File: config.mk
export PLATFORM = sky130hd
export DESIGN_NAME = instr_fetch_unit
export DESIGN_NICKNAME = d
export VERILOG_FILES = /design/src/rtl/fetch_pkg.sv /design/src/rtl/fetch_fifo.sv /design/src/rtl/instr_fetch_unit.sv
export SDC_FILE = /design/constraint.sdc
export NUM_CORES = 1
export LEC_CHECK = 0
export CAP_MARGIN = 20
export CORE_UTILIZATION = 23
export CTS_BUF_LIST = sky130_fd_sc_hd__clkbuf_4
export CTS_CLUSTER_DIAMETER = 80
export DETAILED_ROUTE_END_ITERATION = 7
export GPL_TIMING_DRIVEN = 1
export PLACE_DENSITY_LB_ADDON = 0.1
export SLEW_MARGIN = 10
export SYNTH_ARGS = -nofsm -noshare
export SYNTH_HDL_FRONTEND = slang
export SYNTH_SLANG_ARGS = --single-unit
File: constraint.sdc
create_clock -name clk -period 5.9 [get_ports clk]
set_input_delay 0.885 -clock clk [delete_from_list [all_inputs] [get_ports clk]]
set_output_delay 0.885 -clock clk [all_outputs]
set_load 0.02 [all_outputs]
File: src/rtl/fetch_pkg.sv
// ---------------------------------------------------------------------------
// fetch_pkg
// Shared types and constants for the instruction fetch slice.
//   fetch_entry_t : one prefetch entry, {pc, instr}
//   INSTR_BYTES   : bytes per instruction word (PC increment)
//   ADDR_W        : byte-address width
// ---------------------------------------------------------------------------
package fetch_pkg;

    localparam int INSTR_BYTES = 4;
    localparam int ADDR_W      = 32;

    typedef struct packed {
        logic [31:0] pc;
        logic [31:0] instr;
    } fetch_entry_t;

endpackage

File: src/rtl/fetch_fifo.sv
// ---------------------------------------------------------------------------
// fetch_fifo
// Synchronous prefetch FIFO of fetch_entry_t with flush.
// Ports:
//   clk, rst_n          : clock, asynchronous active-low reset
//   push, wr_entry      : write request and data
//   pop                 : consume head entry
//   flush               : discard all entries (wins over push and pop)
//   rd_entry            : head entry (undefined when empty)
//   full, empty, count  : occupancy status
// ---------------------------------------------------------------------------
module fetch_fifo
    import fetch_pkg::*;
#(
    parameter int  DEPTH = 2,
    localparam int PTR_W = $clog2(DEPTH),
    localparam int CNT_W = PTR_W + 1
) (
    input  logic               clk,
    input  logic               rst_n,
    input  logic               push,
    input  logic               pop,
    input  logic               flush,
    input  fetch_entry_t       wr_entry,
    output fetch_entry_t       rd_entry,
    output logic               full,
    output logic               empty,
    output logic [CNT_W-1:0]   count
);

    fetch_entry_t           mem [DEPTH];
    logic [PTR_W-1:0]       wr_ptr;
    logic [PTR_W-1:0]       rd_ptr;
    logic [CNT_W-1:0]       cnt;
    logic                   do_push;
    logic                   do_pop;

    // A push into a full FIFO is only accepted when the head leaves this cycle.
    assign do_pop  = pop  && !flush && !empty;
    assign do_push = push && !flush && (!full || do_pop);

    assign full     = (cnt == CNT_W'(DEPTH));
    assign empty    = (cnt == '0);
    assign count    = cnt;
    assign rd_entry = mem[rd_ptr];

    always_ff @(posedge clk or negedge rst_n) begin
        if (!rst_n) begin
            wr_ptr <= '0;
            rd_ptr <= '0;
            cnt    <= '0;
        end else if (flush) begin
            wr_ptr <= '0;
            rd_ptr <= '0;
            cnt    <= '0;
        end else begin
            if (do_push) wr_ptr <= wr_ptr + 1'b1;
            if (do_pop)  rd_ptr <= rd_ptr + 1'b1;
            case ({do_push, do_pop})
                2'b10:   cnt <= cnt + 1'b1;
                2'b01:   cnt <= cnt - 1'b1;
                default: cnt <= cnt;
            endcase
        end
    end

    // Payload storage carries no reset; validity is tracked by cnt alone.
    always_ff @(posedge clk) begin
        if (do_push) mem[wr_ptr] <= wr_entry;
    end

endmodule

File: src/rtl/instr_fetch_unit.sv
// ---------------------------------------------------------------------------
// instr_fetch_unit
// Owns the fetch PC, reads a zero-latency instruction memory, queues
// {pc, instr} in a prefetch FIFO and hands entries to decode.
// Ports:
//   clk, rst_n                  : clock, asynchronous active-low reset
//   imem_addr / imem_data       : byte address out, combinational word in
//   redirect_valid, redirect_pc : one-cycle redirect from execute
//   inst_valid, inst_ready      : decode handshake
//   inst_data, inst_pc          : FIFO head (0 when empty)
//   fetch_fault                 : sticky misaligned-redirect / range fault
// ---------------------------------------------------------------------------
module instr_fetch_unit
    import fetch_pkg::*;
#(
    parameter logic [ADDR_W-1:0] RESET_PC   = 32'h0000_0000,
    parameter int                FIFO_DEPTH = 2,
    parameter int                MEM_WORDS  = 32
) (
    input  logic              clk,
    input  logic              rst_n,
    output logic [ADDR_W-1:0] imem_addr,
    input  logic [31:0]       imem_data,
    input  logic              redirect_valid,
    input  logic [ADDR_W-1:0] redirect_pc,
    output logic              inst_valid,
    input  logic              inst_ready,
    output logic [31:0]       inst_data,
    output logic [ADDR_W-1:0] inst_pc,
    output logic              fetch_fault
);

    localparam int                CNT_W     = $clog2(FIFO_DEPTH) + 1;
    localparam logic [ADDR_W-1:0] MEM_BYTES = ADDR_W'(MEM_WORDS * INSTR_BYTES);

    logic [ADDR_W-1:0] fetch_pc;
    logic              fault;
    logic              fifo_full;
    logic              fifo_empty;
    logic [CNT_W-1:0]  fifo_count;
    fetch_entry_t      head;
    fetch_entry_t      new_entry;
    logic              pop;
    logic              push;
    logic              can_fetch;
    logic              in_range;
    logic              range_fault;

    assign imem_addr = fetch_pc;
    assign in_range  = (fetch_pc < MEM_BYTES);

    // A redirect kills any head handshaking in the same cycle.
    assign pop         = inst_valid && inst_ready && !redirect_valid;
    assign can_fetch   = !redirect_valid && !fault && (!fifo_full || pop);
    assign push        = can_fetch && in_range;
    // The range check fires before fetch_pc can ever wrap past 2^32.
    assign range_fault = can_fetch && !in_range;

    assign new_entry.pc    = fetch_pc;
    assign new_entry.instr = imem_data;

    always_ff @(posedge clk or negedge rst_n) begin
        if (!rst_n) begin
            fetch_pc <= RESET_PC;
            fault    <= 1'b0;
        end else if (redirect_valid) begin
            fetch_pc <= redirect_pc;
            fault    <= |redirect_pc[1:0];
        end else if (push) begin
            fetch_pc <= fetch_pc + ADDR_W'(INSTR_BYTES);
        end else if (range_fault) begin
            fault    <= 1'b1;
        end
    end

    fetch_fifo #(
        .DEPTH (FIFO_DEPTH)
    ) u_fifo (
        .clk      (clk),
        .rst_n    (rst_n),
        .push     (push),
        .pop      (pop),
        .flush    (redirect_valid),
        .wr_entry (new_entry),
        .rd_entry (head),
        .full     (fifo_full),
        .empty    (fifo_empty),
        .count    (fifo_count)
    );

    assign inst_valid  = (fifo_count != '0);
    assign inst_data   = fifo_empty ? 32'h0 : head.instr;
    assign inst_pc     = fifo_empty ? '0    : head.pc;
    assign fetch_fault = fault;

endmodule

==> results of run 1 <==
-- where the power goes --
group | leakage (nW) | total (mW) | switching (mW) | internal, mW
Clock | 0.195 | 0.806 | 0.414 | 0.392
Combinational | 1.07 | 0.171 | 0.0734 | 0.0972
Sequential | 1.59 | 1.32 | 0.0387 | 1.28
-- cells by family (layout without fill, tap and decap cells) --
group / Yosys count / count (layout) / share of synthesized area
flops: 165 / 165 / 0.736
simple gates: 102 / 102 / 0.0728
mux: 91 / 91 / 0.146
buf+inv: 27 / 207 / 0.0168
compound gates: 20 / 20 / 0.0243
xor+xnor: 2 / 2 / 0.00270
fa+ha+maj: 1 / 1 / 0.00193
other cells: 0 / 1 / 0
-- worst max-delay path, delay by kind of cell (launching register included) --
| kind | cells | cell delay [ps] |
|---|---|---|
| flops | 1 | 760 |
| simple gates | 1 | 170 |
| mux | 1 | 160 |
| buf+inv | 2 | 1340 |
-- sequential cells by signal (all words and copies together), names as in the netlist --
name / cells
fetch_fault: 1
u_fifo.mem: 128
u_fifo.wr_ptr: 1
u_fifo.count: 2
u_fifo.rd_ptr: 1
imem_addr: 32
-- worst paths after layout --
check / endpoint / slack [ps] / cells after the start
min: imem_addr[24] / 480 / 1
max: inst_pc[4] / 1990 / 4
min reg2reg: u_fifo.mem[1][32] / 520 / 0
max reg2reg: u_fifo.mem[0][61] / 2990 / 5
max in group asynchronous: u_fifo.rd_ptr / 4710 / 1
min in group clk: u_fifo.mem[1][32] / 520 / 0
-- per-stage QoR --
step	util	power (mW)
detailed placement	0.308	1.52
finish	0.321	2.30
global placement	0.308	1.52
floorplan	-	1.39
CTS	0.321	2.34
global route	0.321	2.39
-- cell type report --
class	count	share of cell area
antenna	1	0.000280
timing repair buffer	169	0.187
tap	378	0.0530
multi-input combinational	216	0.181
clock buffer	17	0.0143
clock inverter	15	0.0270
sequential	165	0.534
inverter	6	0.00266
-- cells in the final DEF, fill, tap and decap left out, drive strengths merged, types with 2 or more instances in the layout --
| cell | instances |
|---|---|
| a2111oi | 2 |
| a21oi | 2 |
| a221o | 3 |
| a31oi | 2 |
| buf | 6 |
| bufinv | 5 |
| clkbuf | 17 |
| clkdlybuf4s50 | 163 |
| clkinv | 5 |
| dfrtp | 37 |
| edfxtp | 128 |
| inv | 11 |
| mux2 | 26 |
| mux2i | 65 |
| nand2 | 5 |
| nand2b | 2 |
| nand3 | 5 |
| nand4 | 3 |
| nor2 | 67 |
| nor3b | 2 |
| nor4 | 11 |
| o21ai | 2 |
| o311ai | 2 |
| o31ai | 2 |
| or2 | 2 |
-- routing by layer --
metal  vias to the layer above  share of wire
li1                       1871              -
met1                      1889           0.46
met2                       126           0.46
met3                        13          0.068
met4                         0          0.014
met5                         -              0
==> impl_summary.log, run 1 <==
INFO  metric outcome = completed
INFO  metric yosysWarnings = 0
INFO  metric port-buffer-count = 165
INFO  metric multi_input_area = 0.00162 mm^2
INFO  metric syn_area = between 0.006 and 0.007 mm^2
INFO  metric finalHoldViolations = 0
INFO  metric vias_per_cell = between 4 and 5
INFO  metric area_delta_synth_final = 37.8%
INFO  metric core-area = around 0.028 mm^2
INFO  metric antenna_found_initial = 1
INFO  metric final_cells = between 900 and 1000
INFO  metric synthFlopType = sky130_fd_sc_hd__edfxtp_1
INFO  metric drt_iter0_drc = 123
INFO  metric io_pins = between 150 and 200
INFO  metric dieArea = 0.0289 mm^2
INFO  metric overflow = 0
INFO  metric setup.worst_path.start_class = register
INFO  metric grt.total_usage = 0.118
INFO  metric cts_made_buffers = 17
INFO  metric post_cts_hold_buffer_count = 0
INFO  metric kind_of_capture_point_of_the_worst_setup_path = primary output
INFO  metric finalWorstPathRequiredPeriod = 3910 ps
INFO  metric fp.dieW = roughly 170 um
INFO  metric num_rows = slightly above 60
INFO  metric gp_congestion = 0.735
INFO  metric synthesis.area_per_instance = 15.9 um^2
INFO  metric yosys.area.top_type = sky130_fd_sc_hd__edfxtp_1
INFO  metric met3_routing_resource_usage_after_global_routing = 0.0412
INFO  metric post-synth-top-area-fraction = 0.593
INFO  metric total_neg_setup_slack = 0 ps
INFO  metric holdWs = around 480 ps
INFO  metric cts.reportedPaths.clkPinSlew = between 100 and 150 ps
INFO  metric vias_in_the_first_global_route = roughly 4200
INFO  metric fmax = 256 MHz
INFO  metric maxSlewHeadroom = 0.363
INFO  metric dr_total_vias = 3899
INFO  metric die_h = between 150 and 200 um
INFO  metric wl = approximately 16 mm
INFO  metric cts.root.buffer_cell = sky130_fd_sc_hd__clkbuf_4
INFO  metric ys_async_sr_fraction = 0.224
INFO  metric yosysUniqueCellTypes = 40
INFO  metric first_pass_grt_wire_length = roughly 25 mm
INFO  metric route.antenna.remaining_nets = 0
INFO  metric ir_worst_vdd = 110 uV
INFO  metric setup.worst_path.start = u_fifo.rd_ptr
INFO  metric required = between 5000 and 6000 ps
INFO  metric place_worst_setup_slack = about 2100 ps
INFO  metric post_synth_most_frequent_cells = sky130_fd_sc_hd__edfxtp_1, sky130_fd_sc_hd__nor2_1, sky130_fd_sc_hd__mux2i_1
INFO  metric placedCellCount = 934
INFO  metric critical_path_peak_fanout = 39
INFO  metric drt_pass1_iterations = 4
INFO  metric cts_num_sinks = about 170
INFO  metric placedInstanceArea = around 0.0086 mm^2
INFO  metric worst_pin_slew = between 900 and 1000 ps
INFO  metric seq_area_frac_synth = 0.736
INFO  metric powerDensity = approximately 260 mW/mm^2
INFO  metric clk_latency = about 530 ps
INFO  metric post_synth_main_area_contributors = sky130_fd_sc_hd__edfxtp_1, sky130_fd_sc_hd__dfrtp_1, sky130_fd_sc_hd__mux2i_1
INFO  metric synth_enable_flop_cells = around 130
INFO  metric syn_nets = around 480
INFO  metric cap_viol_max_count = 0
INFO  metric clock_tree.buffer_depth = 2
INFO  metric worst-setup-path-type = register to primary output
INFO  metric timing.critical_path.slowest_stage_cell = sky130_fd_sc_hd__dfrtp_4
INFO  metric tritoncts_clock_tree = done
INFO  metric n_fill_cell = between 2000 and 3000
INFO  metric finalClockSkew = ~25 ps
INFO  metric grt_busiest_layer = met2
INFO  metric total_number_of_nets_in_the_final_design = ~640
INFO  metric postSynthCellCount = between 400 and 500
INFO  metric layout_worst_path_cycle_share = 0.663
INFO  metric unrepaired_setup_endpoints_after_global_routing = false
INFO  metric grt_start_max_net_pins = between 60 and 70
INFO  metric final_layout_size_suffix_gt1_frac = 0.124
INFO  metric detailedPlacementHpwl = 10.7 mm
INFO  metric power.leakage = 2.86 nW
INFO  metric final-seq-area = between 0.004 and 0.005 mm^2
INFO  metric cts-resized-gates = 0
INFO  metric gr_util_met2 = 0.182
INFO  metric critical_path.reg2reg.startpoint = imem_addr[26]
INFO  metric htree_levels = 4
INFO  metric starting_density_of_the_core = 0.233
INFO  metric use_met1 = 0.153
INFO  metric post-cts-setup-buffer-count = 0
INFO  metric route.detailed.wl_per_inst = around 17 um
INFO  metric remaining_drc_errors = 0
INFO  metric critical_path.max_stage_delay = ~760 ps
INFO  metric crit_arrival = between 3000 and 4000 ps
INFO  metric post-route-cell-area = 0.00893 mm^2
INFO  metric setup_slack = around 2000 ps
INFO  metric setup_viol = 0
INFO  metric path_cells = buf_4 -> mux2i_1 -> nor2_1 -> clkdlybuf4s50_1
INFO  metric synthMostInstantiatedCell = sky130_fd_sc_hd__edfxtp_1
INFO  metric ys_seq_elements = 165
INFO  metric report.final.slew_viol_count = 0
INFO  metric hold_path.class = input pin to async pin
Note: power is estimated with default switching activity, not from simulation.
==> run 2: changes to the inputs <==
==> constraint.sdc (replaced) <==
create_clock -name clk -period 3.1 [get_ports clk]
set_input_delay 0.465 -clock clk [delete_from_list [all_inputs] [get_ports clk]]
set_output_delay 0.465 -clock clk [all_outputs]
set_load 0.02 [all_outputs]
==> run 2 against run 1 <==
- register-to-register slack lost 2400 ps
- final cell count up 0.52%
- wire length decreased by 0.21%
- first-iteration DRC count increased by 56%
- sequential share of layout area down 0.24 points
- power up 83%
- hold slack got worse by 410 ps
- worst setup slack worse by 1700 ps
- non-clock buffer count grew 5
- count of clock-buffer cells in the layout increased by 2
- flip-flop and latch count unchanged
- highest routed layer unchanged
==> impl_summary.log, run 2 (same netlist as run 1, synthesis figures left out) <==
INFO  metric worstSetupPathDepth = 4
INFO  metric vias_in_the_first_global_route = 4085
INFO  metric clock_tree.buffer_depth = 2
INFO  metric final_cells = around 970
INFO  metric area_delta_synth_final = 38.4%
INFO  metric vias_per_cell = 4.08
INFO  metric post_cts_hold_buffer_count = 0
INFO  metric route.detailed.wl_per_inst = 16.9 um
INFO  metric wl = around 16 mm
INFO  metric powerDensity = 468 mW/mm^2
INFO  metric grt_start_max_net_pins = between 60 and 70
INFO  metric detailedPlacementHpwl = between 10 and 15 mm
INFO  metric finalWorstPathRequiredPeriod = ~2800 ps
INFO  metric grt.total_usage = 0.114
INFO  metric setup.worst_path.start_class = register
INFO  metric finalHoldViolations = 0
INFO  metric required = approximately 2600 ps
INFO  metric worst-setup-path-type = register to primary output
INFO  metric placedCellCount = about 940
INFO  metric total_neg_setup_slack = 0 ps
INFO  metric kind_of_cell_adding_the_most_delay_to_the_critical_path = buffers and inverters
INFO  metric core-area = about 0.028 mm^2
INFO  metric holdWs = ~79 ps
INFO  metric fmax = ~350 MHz
INFO  metric report.final.slew_viol_count = 0
INFO  metric port-buffer-count = between 150 and 200
INFO  metric worst_pin_slew = ~980 ps
INFO  metric setup_viol = 0
INFO  metric num_rows = 61
INFO  metric maxSlewHeadroom = 0.349
INFO  metric htree_levels = 4
INFO  metric layout_worst_path_cycle_share = 0.914
INFO  metric count_of_buffering_cells_on_the_critical_path_with_inverters_included = 2
INFO  metric total_number_of_nets_in_the_final_design = 649
INFO  metric ir_worst_vdd = between 200 and 250 uV
INFO  metric finalClockSkew = approximately 20 ps
INFO  metric antenna_found_initial = 1
INFO  metric drt_iter0_drc = around 190
INFO  metric kind_of_capture_point_of_the_worst_setup_path = primary output
INFO  metric largest_register_ffs = between 100 and 150
INFO  metric overflow = 0
INFO  metric timing.critical_path.slowest_stage_cell = sky130_fd_sc_hd__clkdlybuf4s50_1
INFO  metric cts_num_sinks = between 150 and 200
INFO  metric utilization = 0.323
INFO  metric place_worst_setup_slack = 531 ps
INFO  metric crit_arrival = roughly 2400 ps
INFO  metric remaining_drc_errors = 0
INFO  metric layout.cells.most_common = sky130_fd_sc_hd__clkdlybuf4s50_1
INFO  metric dieArea = between 0.02 and 0.03 mm^2
INFO  metric n_fill_cell = between 2000 and 3000
INFO  metric die_h = ~170 um
INFO  metric fp.dieW = approximately 170 um
INFO  metric final_layout_size_suffix_gt1_frac = 0.132
INFO  metric cts_made_buffers = 17
INFO  metric cap_viol_max_count = 0
INFO  metric unrepaired_setup_endpoints_after_global_routing = false
INFO  metric io_pins = roughly 170
INFO  metric first_pass_grt_wire_length = ~24 mm
INFO  metric tritoncts_clock_tree = done
INFO  metric gp_congestion = approximately 0.70
INFO  metric clk_latency = roughly 530 ps
INFO  metric critical_path.max_stage_delay = between 600 and 700 ps
INFO  metric outcome = completed
INFO  metric power.leakage = ~2.9 nW
INFO  metric starting_density_of_the_core = 0.233
INFO  metric route.antenna.remaining_nets = 0
INFO  metric registers.top_by_ff_count = u_fifo.mem
INFO  metric cts.reportedPaths.clkPinSlew = 140 ps
INFO  metric dr_total_vias = about 4000
INFO  metric critical_path_peak_fanout = 32
INFO  metric hold_path.class = input pin to async pin
INFO  metric top_library_cells_by_usage_in_the_layout_fill_and_taps_aside = sky130_fd_sc_hd__clkdlybuf4s50_1, sky130_fd_sc_hd__edfxtp_1, sky130_fd_sc_hd__mux2i_1, sky130_fd_sc_hd__nor2_1, sky130_fd_sc_hd__dfrtp_1
INFO  metric depth_of_the_worst_register_to_register_path = 5
INFO  metric setup_slack = 267 ps
INFO  metric path_cells = buf_12 -> mux2i_1 -> nor2_1 -> clkdlybuf4s50_1
INFO  metric drt_pass1_iterations = 6
INFO  metric cts.root.buffer_cell = sky130_fd_sc_hd__clkbuf_4
-- run 2: changes by cell type in the layout (fill, tap and decap cells not counted), sizes merged --
cell / change
buf: +5
bufinv: -2
clkbuf: +2
clkinv: -1
clkinvlp: +2
inv: -1
-- run 2: layout make-up --
cell class | count | area (um^2) | area share
Sequential cell | 165 | 4770 | 0.532
Timing Repair Buffer | 174 | 1770 | 0.197
Multi-Input combinational cell | 216 | 1620 | 0.180
Tap cell | 378 | 473 | 0.0527
Clock inverter | 13 | 171 | 0.0191
Clock buffer | 19 | 143 | 0.0159
Inverter | 6 | 23.8 | 0.00265
Antenna cell | 1 | 2.50 | 0.000279
-- run 2: path summary, 6_finish.rpt --
kind | endpoint | slack [ps] | startpoint
min in group clk | u_fifo.count[1] | 500 | redirect_valid
min reg2reg | u_fifo.mem[0][33] | 520 | imem_addr[1]
min | imem_addr[26] | 80 | rst_n
max reg2reg | u_fifo.mem[1][0] | 620 | imem_addr[26]
max in group asynchronous | u_fifo.rd_ptr | 2310 | rst_n
max | inst_data[13] | 270 | u_fifo.rd_ptr
-- run 2: through the flow --
stage	cell area [um^2]	total power [mW]
floorplan	6490	2.65
global placement	8640	2.89
detailed placement	8640	2.89
CTS	8950	4.27
global route	8970	4.38
finish	8970	4.20
-- run 2: metal layers --
| metal | vias to the layer above | global-route usage | share of wire |
|---|---|---|---|
| met3 | 11 | 0.0419 | 0.069 |
| met1 | 1957 | 0.152 | 0.47 |
| met5 | - | 0 | 0 |
| met2 | 123 | 0.174 | 0.45 |
| li1 | 1879 | - | - |
| met4 | 0 | 0.0313 | 0.010 |
-- run 2: what timing repair did --
item	in CTS	in global routing
buffers inserted	0	1
endpoints found under the setup margin	0	25
resized for setup	0	0
-- run 2: where the power goes --
part	switching (mW)	internal (mW)	total (mW)
combinational	0.142	0.186	0.328
clock	0.768	0.592	1.36
sequential	0.0713	2.44	2.51
total	0.981	3.21	4.20
-- run 2: worst reg2reg max path, stage by stage, from the launching register on --
cell	delay, ps
sky130_fd_sc_hd__dfrtp_1	450
sky130_fd_sc_hd__nor4_1	550
sky130_fd_sc_hd__and4_1	440
sky130_fd_sc_hd__nand3_1	240
sky130_fd_sc_hd__nor2_4	230
sky130_fd_sc_hd__buf_12	230
